### config.mk
export PLATFORM = sky130hd
export DESIGN_NAME = program_counter
export DESIGN_NICKNAME = d
export VERILOG_FILES = /design/src/rtl/program_counter.sv
export SDC_FILE = /design/constraint.sdc
export NUM_CORES = 1
export LEC_CHECK = 0
export ABC_AREA = 1
export CORE_ASPECT_RATIO = 0.6
export CORE_MARGIN = 2
export CORE_UTILIZATION = 47
export CTS_CLUSTER_SIZE = 14
export DETAILED_ROUTE_END_ITERATION = 16
export GPL_TIMING_DRIVEN = 0
export HOLD_SLACK_MARGIN = 0.03
export PLACE_DENSITY = 0.83
export SLEW_MARGIN = 20
export SYNTH_ARGS = -nofsm -noshare
export SYNTH_HDL_FRONTEND = slang
export SYNTH_SLANG_ARGS = --single-unit
export TNS_END_PERCENT = 50
### constraint.sdc
create_clock -name clk -period 2.2 [get_ports clk]
set_input_delay 0.44 -clock clk [delete_from_list [all_inputs] [get_ports clk]]
set_output_delay 0.44 -clock clk [all_outputs]
set_load 0.05 [all_outputs]
### src/rtl/program_counter.sv
// program_counter: instruction address register, HERE latch and memory address mux.
// Optional PC_TRACE_EN adds last_pc, the PC_A value before the most recent commit.
module program_counter (
  input  logic        clk,
  input  logic        reset,
  input  logic        fetch,
  input  logic        decode,
  input  logic        execute,
  input  logic        commit,
  input  logic        hold,
  input  logic [1:0]  pc_offsetx,
  input  logic [1:0]  pc_basex,
  input  logic [1:0]  addr_busx,
  input  logic [15:0] din,
  input  logic [15:0] regb_dout,
  input  logic [15:0] data_addr,
  output logic [15:0] pc_a,
  output logic [15:0] here,
  output logic [15:0] addr,
`ifdef PC_TRACE_EN
  output logic [15:0] last_pc,
`endif
  output logic        align_fault
);
  logic [15:0] base, offset, pc_next;
  logic commit_en, decode_en;
  always_comb begin
    offset    = pc_offsetx == 2'b00 ? 16'h0000 :
                pc_offsetx == 2'b01 ? 16'h0002 :
                pc_offsetx == 2'b10 ? 16'h0004 : din;
    base      = pc_basex == 2'b01 ? regb_dout :
                pc_basex == 2'b10 ? 16'h0000 : pc_a;
    pc_next   = base + offset;
    addr      = fetch ? pc_a :
                addr_busx == 2'b01 ? here :
                addr_busx == 2'b10 ? data_addr : pc_a;
    commit_en = commit & ~hold;
    // execute owns the cycle when it coincides with decode, so HERE stays put
    decode_en = decode & ~execute & ~commit & ~hold;
  end
  always_ff @(posedge clk or posedge reset) begin
    if (reset) begin
      pc_a        <= 16'h0000;
      here        <= 16'h0002;
      align_fault <= 1'b0;
`ifdef PC_TRACE_EN
      last_pc     <= 16'h0000;
`endif
    end else if (commit_en) begin
      pc_a        <= {pc_next[15:1], 1'b0};
      align_fault <= align_fault | pc_next[0];
`ifdef PC_TRACE_EN
      last_pc     <= pc_a;
`endif
    end else if (decode_en) begin
      here        <= pc_a + 16'd2;
    end
  end
endmodule

# After elaboration in Yosys (flattened, before gate mapping)
# Cells that the tools add are included.
[totals] ff_bits=32 out_inout_bits=49 elab_cells=30
[op_classes] n_addsub=2 n_eq_ne=6 mux=8 bitwise_logic=9 n_reduce_logical=2
[ops] operator="$mux 16" n=8
[ops] operator="$add 16x16->16" n=1
[ops] operator="$add 16x2->16 const B" n=1
[ops] operator="$eq 2x1->1 const B" n=3
[ops] operator="$eq 2x2->1 const B" n=3
[ops] operator="$and 1x1->1" n=4
[ops] operator="$not 1->1" n=4
[ops] operator="$logic_not 2->1" n=1
[ops] operator="$reduce_and 2->1" n=1
[ops] operator="$or 1x1->1" n=1

# Longest topological paths before layout
# Gate-level depths: netlist of the first run.
[logic_depth] ltp_word=6 ltp_mapped=16

# Least setup slack after synthesis of the first run
# Ideal clock, no wire load.
[synth_timing] path_kind="input -> output" from="input port addr_busx[1]" to="output port addr[8]" arrival_time_ns=1.825 required_time_ns=1.760 setup_slack_ns=-0.065 stages=6 path_buffers=1 path_cell_list="inv_1 -> nand2_1 -> a21oi_1 -> inv_1 -> buf_6 -> a21oi_1"
[synth_between] elab_chain_len=4 elab_cells_between_ends=5 cone_classes="eq/ne: 2; mux: 3"
[synth_rtl] element="start, declared" line="13" text="input logic [1:0] addr_busx,"
[synth_rtl] element="$eq 2x2->1" line="36" text="addr_busx == 2'b10 ? data_addr : pc_a;"
[synth_rtl] element="$mux 16" line="36"
[synth_rtl] element="$mux 16 *" line="35" text="addr_busx == 2'b01 ? here :"
[synth_rtl] element="$mux 16 *" line="34" text="addr = fetch ? pc_a :"
[synth_rtl] element="end, declared" line="19" text="output logic [15:0] addr,"
# Every way passes the cells marked *; elsewhere a longest branch is shown, timed or not.

# Final worst setup path of the first run
[layout_timing] from="input port din[0]" to="register pc_a[12]"
[layout_between] elab_chain_len=4
[layout_rtl] element="start, declared" line="14" text="input logic [15:0] din,"
[layout_rtl] element="$mux 16" line="30" text="pc_offsetx == 2'b10 ? 16'h0004 : din;"
[layout_rtl] element="$mux 16" line="29" text="pc_offsetx == 2'b01 ? 16'h0002 :"
[layout_rtl] element="$mux 16" line="28" text="offset = pc_offsetx == 2'b00 ? 16'h0000 :"
[layout_rtl] element="$add 16x16->16" line="33" text="pc_next = base + offset;"
[layout_rtl] element="end signal, assigned" line="50" text="pc_a <= {pc_next[15:1], 1'b0};"
[layout_rtl] element="end, declared" line="17" text="output logic [15:0] pc_a,"
# Every way passes these cells.
# A chain may end at the register's enable or synchronous reset.

==> impl_metrics.py, run 1 <==
metrics = {
    "status": {
        "status": "complete, no violations",
    },
    "pwr": {
        "powerDensity_nw_per_um2": 806,
        "power_mw": 3.86,
        "peakVddDrop_mv": 0.609,
        "p_leak_nw": 2.38,
    },
    "grt": {
        "grt_pass1_wl_mm": 16.6,
        "grt_max_degree": 32,
        "antenna_found_initial": 0,
        "first_global_vias": 3435,
        "grt_overflow_total": 0,
        "grt_usage": 0.296,
    },
    "cts": {
        "cts_made_buffers": 5,
        "cts_root_buf": "clkbuf_16",
        "cts_tree": "built",
        "clock_path_buffers": 2,
        "clkTransAtPathRegs_ns": 0.05,
        "clk-insertion-delay-late_ns": 0.28,
        "htree_num_levels": 2,
        "clock_sink_count": 31,
    },
    "yosys": {
        "syn_inst": 490,
        "ys_ff_latch": 31,
        "synth-warning-count": 0,
        "synth_area_um2": 3190,
        "ys_seq_area_frac": 0.244,
        "yosysUniqueCellTypes": 38,
        "avgSynthCellArea_um2": 6.51,
    },
    "floorplanning": {
        "row_count": 23,
        "fp.dieArea_um2": 7480,
        "start_util": 0.482,
        "die_w_um": 110,
        "core_um2": 6620,
        "ios": 110,
        "die_h_um": 67.8,
    },
    "placed_design": {
        "numPortBuffers": 106,
        "dp_hpwl_mm": 8.25,
        "place_congestion": 0.884,
    },
    "worst_hold_path": {
        "min_from": "align_fault",
        "hold_class": "reg -> reg",
        "whs_path_depth": 1,
        "worstHoldEndpoint": "align_fault",
    },
    "finish": {
        "diodes": 0,
        "fin_nets": 695,
        "nFillCells": 546,
        "syn2layout_area_growth_pct": 50.4,
        "layout-drive-gt1-share": 0.196,
    },
    "worst_setup_path": {
        "cpMostUsedCell": "nand3_1",
        "critPathLaunch": "din[0]",
        "critPathMaxStageDelay_ns": 0.45,
        "path_cells": "clkdlybuf4s50_1 -> inv_1 -> nor2_1 -> ha_2 -> inv_1 -> fa_2 -> inv_2 -> nand3_1 -> nand3_2 -> nand3_2 -> nand3_1 -> nand2_1 -> nand3_1 -> nand2_1",
        "crit_arrival_ns": 2.37,
        "cp_slowest_cell": "clkdlybuf4s50_1",
        "crit_buf_inv": 4,
        "rr_worst_depth": 10,
        "cp-end-kind": "flip-flop",
        "cp_max_fo": 3,
        "timing.rr.end": "pc_a[12]",
        "worstPathRequired_ns": 2.37,
        "cpLargestDelayFamily": "simple AND/OR/NAND/NOR gates",
        "critical_path_class": "in -> reg",
        "rrSetupSlack_ns": 0.17,
        "start_kind": "input port",
        "r2r_start": "pc_a[5]",
    },
    "routing": {
        "via_count": 3750,
        "drtPass1Iterations": 5,
        "avgViaCountPerCell": 5.32,
        "wl_per_cell_um": 15.8,
        "antenna_left": 0,
        "drtIter0Drc": 330,
        "drc": 0,
        "wirelength_mm": 11.1,
    },
    "timing": {
        "fmax_mhz": 455,
        "setup_viol": 0,
        "setup-tns-final_ns": 0,
        "report.final.slew_viol_count": 0,
        "rsz0062_at_grt": "true",
        "finalClockSkew_ns": 0.00436,
        "hold_violations": 0,
        "tightest_slew_ns": 0.685,
        "min_period_ns": 2.20,
        "min_period_over_period": 1.00,
        "slew_headroom": 0.543,
    },
    "flow_run": {
        "drv_cap": 0,
    },
}
-- sequential cells by signal, indices dropped and copies added (netlist names) --
name and count:
here 15, align_fault 1, pc_a 15
-- worst max-delay path by stage --
| stage | endpoint | slack [ns] | cells past startpoint |
|---|---|---|---|
| global placement | pc_a[15] | -0.89 | 15 |
| floorplan | pc_a[6] | 0.03 | 14 |
| global route | pc_a[12] | -0.15 | 14 |
| CTS | pc_a[6] | -0.21 | 14 |
| finish | pc_a[12] | 0.0005 | 14 |
| detailed placement | pc_a[15] | -0.92 | 15 |
-- cells in the mapped netlist (all sizes together) --
| cell type | count | area, µm² |
|---|---|---|
| o21a | 1 | 7.51 |
| dfrtp | 30 | 751 |
| nor2 | 38 | 153 |
| and3 | 1 | 6.26 |
| nand3 | 34 | 175 |
| xor2 | 6 | 52.6 |
| o21ai | 37 | 189 |
| a31oi | 1 | 6.26 |
| nand2 | 161 | 609 |
| dfstp | 1 | 26.3 |
| and2 | 1 | 6.26 |
| inv | 89 | 334 |
| ha | 16 | 200 |
| a21oi | 25 | 159 |
| nand4 | 2 | 12.5 |
| or2 | 4 | 25.0 |
| conb | 1 | 3.75 |
| clkbuf | 5 | 22.5 |
| buf | 11 | 96.3 |
| a21o | 1 | 7.51 |
| xnor2 | 2 | 17.5 |
| fa | 1 | 20.0 |
| o32ai | 15 | 263 |
| nor3 | 7 | 45.0 |
-- per-stage QoR --
stage,hold WS [ns],setup WS [ns],instance area [µm²],util,instances
5_1_grt,0.499,-0.145,4790,0.724,705
2_1_floorplan,0.543,0.0316,3200,-,491
3_3_place_gp,0.483,-0.891,4370,0.660,684
4_1_cts,0.499,-0.208,4640,0.700,700
3_5_place_dp,0.488,-0.915,4370,0.660,684
6_report,0.500,0.000543,4790,0.724,705
-- layout by cell type, fill, tap and decap left out, types with 5 or more instances in the layout --
cell	synthesis	final
a21oi_1	16	12
buf_4	3	15
buf_6	3	13
o32ai_1	5	5
dfrtp_1	30	29
o21ai_0	35	23
buf_2	4	9
ha_1	16	14
nand2_1	159	144
xor2_1	6	6
a21oi_2	9	13
nand2_2	2	15
nor2_1	34	32
clkbuf_16	0	6
inv_1	89	81
clkdlybuf4s50_1	0	84
nand3_1	33	31
o32ai_4	5	6
o21ai_1	1	11
nor2_2	4	6
inv_2	0	7
-- power breakdown --
part	total, mW	internal, mW	leakage [nW]	switching (mW)
clock	0.743	0.481	0.0761	0.262
sequential	0.910	0.717	0.388	0.192
combinational	2.21	0.783	1.92	1.43
-- final cells by class --
class / instances / area (µm²) / share of cell area
Multi-Input combinational cell: 355 / 2080 / 0.434
Timing Repair Buffer: 119 / 1180 / 0.247
Sequential cell: 31 / 778 / 0.162
Inverter: 89 / 337 / 0.0702
Clock buffer: 7 / 153 / 0.0318
Buffer: 16 / 145 / 0.0303
Tap cell: 87 / 109 / 0.0227
Clock inverter: 1 / 7.51 / 0.00157
-- cell families after synthesis --
| family | after synthesis | synth area share |
|---|---|---|
| simple gates | 248 | 0.324 |
| fa+ha+maj | 17 | 0.0691 |
| other cells | 1 | 0.00118 |
| compound gates | 80 | 0.198 |
| xor+xnor | 8 | 0.0220 |
| buf+inv | 105 | 0.142 |
| flops | 31 | 0.244 |
-- timing repair --
item | 4_1_cts | 5_1_grt
cloned | 1 | 1
hold buffers | 0 | 0
buffers inserted | 7 | 4
endpoints found under the hold margin | 0 | 0
pin swaps | 14 | 17
resized for setup | 118 | 50
setup endpoints to repair | 30 | 25
-- layer usage --
layer / up-vias / wire length, µm / GRT usage
li1: 1798 / - / -
met1: 1733 / 5130 / 0.417
met2: 202 / 4720 / 0.465
met3: 17 / 1150 / 0.0637
met4: 0 / 138 / 0.0672
met5: - / 0 / 0
(Power assumes the default switching activity.)
==> run 2: changes to the inputs <==
--- a/config.mk
+++ b/config.mk
@@ -7,7 +7,6 @@
 export LEC_CHECK = 0
 export ABC_AREA = 1
 export CORE_ASPECT_RATIO = 0.6
-export CORE_MARGIN = 2
 export CORE_UTILIZATION = 47
 export CTS_CLUSTER_SIZE = 14
 export DETAILED_ROUTE_END_ITERATION = 16
==> impl_metrics.py, run 2 (synthesis gave the netlist of run 1 again) <==
metrics = {
    "timing": {
        "min_period_over_period": 0.964,
        "setup_viol": 0,
        "min_period_ns": 2.12,
        "report.final.slew_viol_count": 0,
        "fmax_mhz": 471,
        "setup-tns-final_ns": 0,
        "tightest_slew_ns": 0.635,
        "slew_headroom": 0.576,
        "whs_ns": 0.494,
        "finalClockSkew_ns": 0.00618,
        "hold_violations": 0,
    },
    "routing": {
        "via_count": 3729,
        "wl_per_cell_um": 15.5,
        "drc": 0,
        "drtPass1Iterations": 5,
        "wirelength_mm": 10.9,
        "avgViaCountPerCell": 5.29,
        "drtIter0Drc": 246,
        "antenna_left": 0,
    },
    "floorplanning": {
        "row_count": 22,
        "die_h_um": 65.8,
        "core_um2": 6330,
        "fp.dieArea_um2": 7130,
        "ios": 110,
        "die_w_um": 108,
        "start_util": 0.504,
    },
    "worst_setup_path": {
        "worstPathRequired_ns": 2.36,
        "cp-end-kind": "flip-flop",
        "start_kind": "flip-flop",
        "crit_arrival_ns": 2.28,
        "cp_max_fo": 6,
        "critical_path_class": "reg -> reg",
    },
    "finish": {
        "final_common_cell": "nand2_1",
        "reg_top3": "here: 15 flops, pc_a: 15 flops, align_fault: 1 flops",
        "seq_area_um2": 777,
        "syn2layout_area_growth_pct": 52.2,
        "diodes": 0,
        "nFillCells": 505,
        "fin_nets": 698,
        "multi_input_area_um2": 2140,
        "layout_common_cells": "nand2_1, clkdlybuf4s50_1, inv_1, nand3_1",
        "layout-drive-gt1-share": 0.211,
    },
    "grt": {
        "grt_usage": 0.307,
        "antenna_found_initial": 0,
        "grt_max_degree": 32,
        "first_global_vias": 3451,
        "grt_pass1_wl_mm": 16.6,
        "grt_overflow_total": 0,
    },
    "worst_hold_path": {
        "hold_class": "reg -> reg",
    },
    "cts": {
        "clock_path_buffers": 2,
        "clkTransAtPathRegs_ns": 0.05,
        "htree_num_levels": 2,
        "hold_buffers": 0,
        "cts_root_buf": "clkbuf_16",
        "cts_tree": "built",
        "clk-insertion-delay-late_ns": 0.28,
        "clock_sink_count": 31,
        "cts_made_buffers": 5,
    },
    "placed_design": {
        "place_congestion": 0.850,
        "dp_hpwl_mm": 8.20,
        "numPortBuffers": 106,
    },
    "pwr": {
        "powerDensity_nw_per_um2": 783,
        "peakVddDrop_mv": 0.526,
        "p_leak_nw": 2.41,
    },
    "status": {
        "status": "complete, no violations",
    },
    "flow_run": {
        "drv_cap": 0,
    },
}
[run 2: changes by cell type in the layout (fill, tap and decap cells not counted), moves of 3 or more]
cell,delta
buf_6,-3
a21oi_4,+4
o21ai_1,-3
buf_4,+5
[run 2: through the flow]
stage	power (mW)	setup slack, ns	cells	area (µm²)	util
floorplan	2.24	0.0316	491	3200	-
global placement	2.93	-0.832	681	4360	0.689
detailed placement	2.97	-0.898	681	4360	0.689
CTS	3.65	-0.250	695	4580	0.724
global route	3.98	-0.0139	705	4850	0.766
finish	3.80	0.0783	705	4850	0.766
[run 2: timing repair]
| item | CTS | global route |
|---|---|---|
| setup buffers | 5 | 9 |
| endpoints found under the setup margin | 30 | 26 |
| endpoints found under the hold margin | 0 | 0 |
| resized for setup | 120 | 65 |
| pin swaps | 4 | 21 |
| cloned | 1 | 1 |
[run 2: per-layer routing]
metal | GRT usage | share of wire | up-vias
met5 | 0 | 0 | -
met4 | 0.0557 | 0.013 | 0
met3 | 0.0700 | 0.099 | 22
met2 | 0.479 | 0.42 | 201
met1 | 0.437 | 0.46 | 1692
li1 | - | - | 1814
[run 2: worst paths after layout]
check                                 start           to  slack [ns]  depth (start not counted)
worst min-delay path            align_fault  align_fault        0.49                          1
max in group asynchronous             reset      pc_a[9]        1.22                          2
min in group asynchronous             reset     pc_a[11]        0.57                          2
worst max-delay path                pc_a[6]      pc_a[7]        0.08                         10
worst max register to register      pc_a[6]      pc_a[7]        0.08                         10
worst min register to register  align_fault  align_fault        0.49                          1
[run 2: worst max-delay path, stage by stage (launching register included)]
cell and delay, ns:
dfrtp_1 0.41, inv_1 0.23, o21ai_1 0.14, ha_1 0.37
nand2_1 0.09, nand2_1 0.10, a21oi_2 0.16, nand2_2 0.11
or2_1 0.22, nand3_1 0.08, o21ai_0 0.08
[run 2: power breakdown]
group	switching [mW]	internal, mW	total, mW
combinational	1.44	0.788	2.23
sequential	0.193	0.717	0.910
clock	0.241	0.417	0.659
total	1.88	1.92	3.80
[run 2: final cells by class]
type,count,share of cell area
Multi-Input combinational cell,355,0.441
Timing Repair Buffer,122,0.245
Sequential cell,31,0.160
Inverter,89,0.0704
Buffer,16,0.0325
Clock buffer,7,0.0273
Tap cell,84,0.0217
Clock inverter,1,0.00103
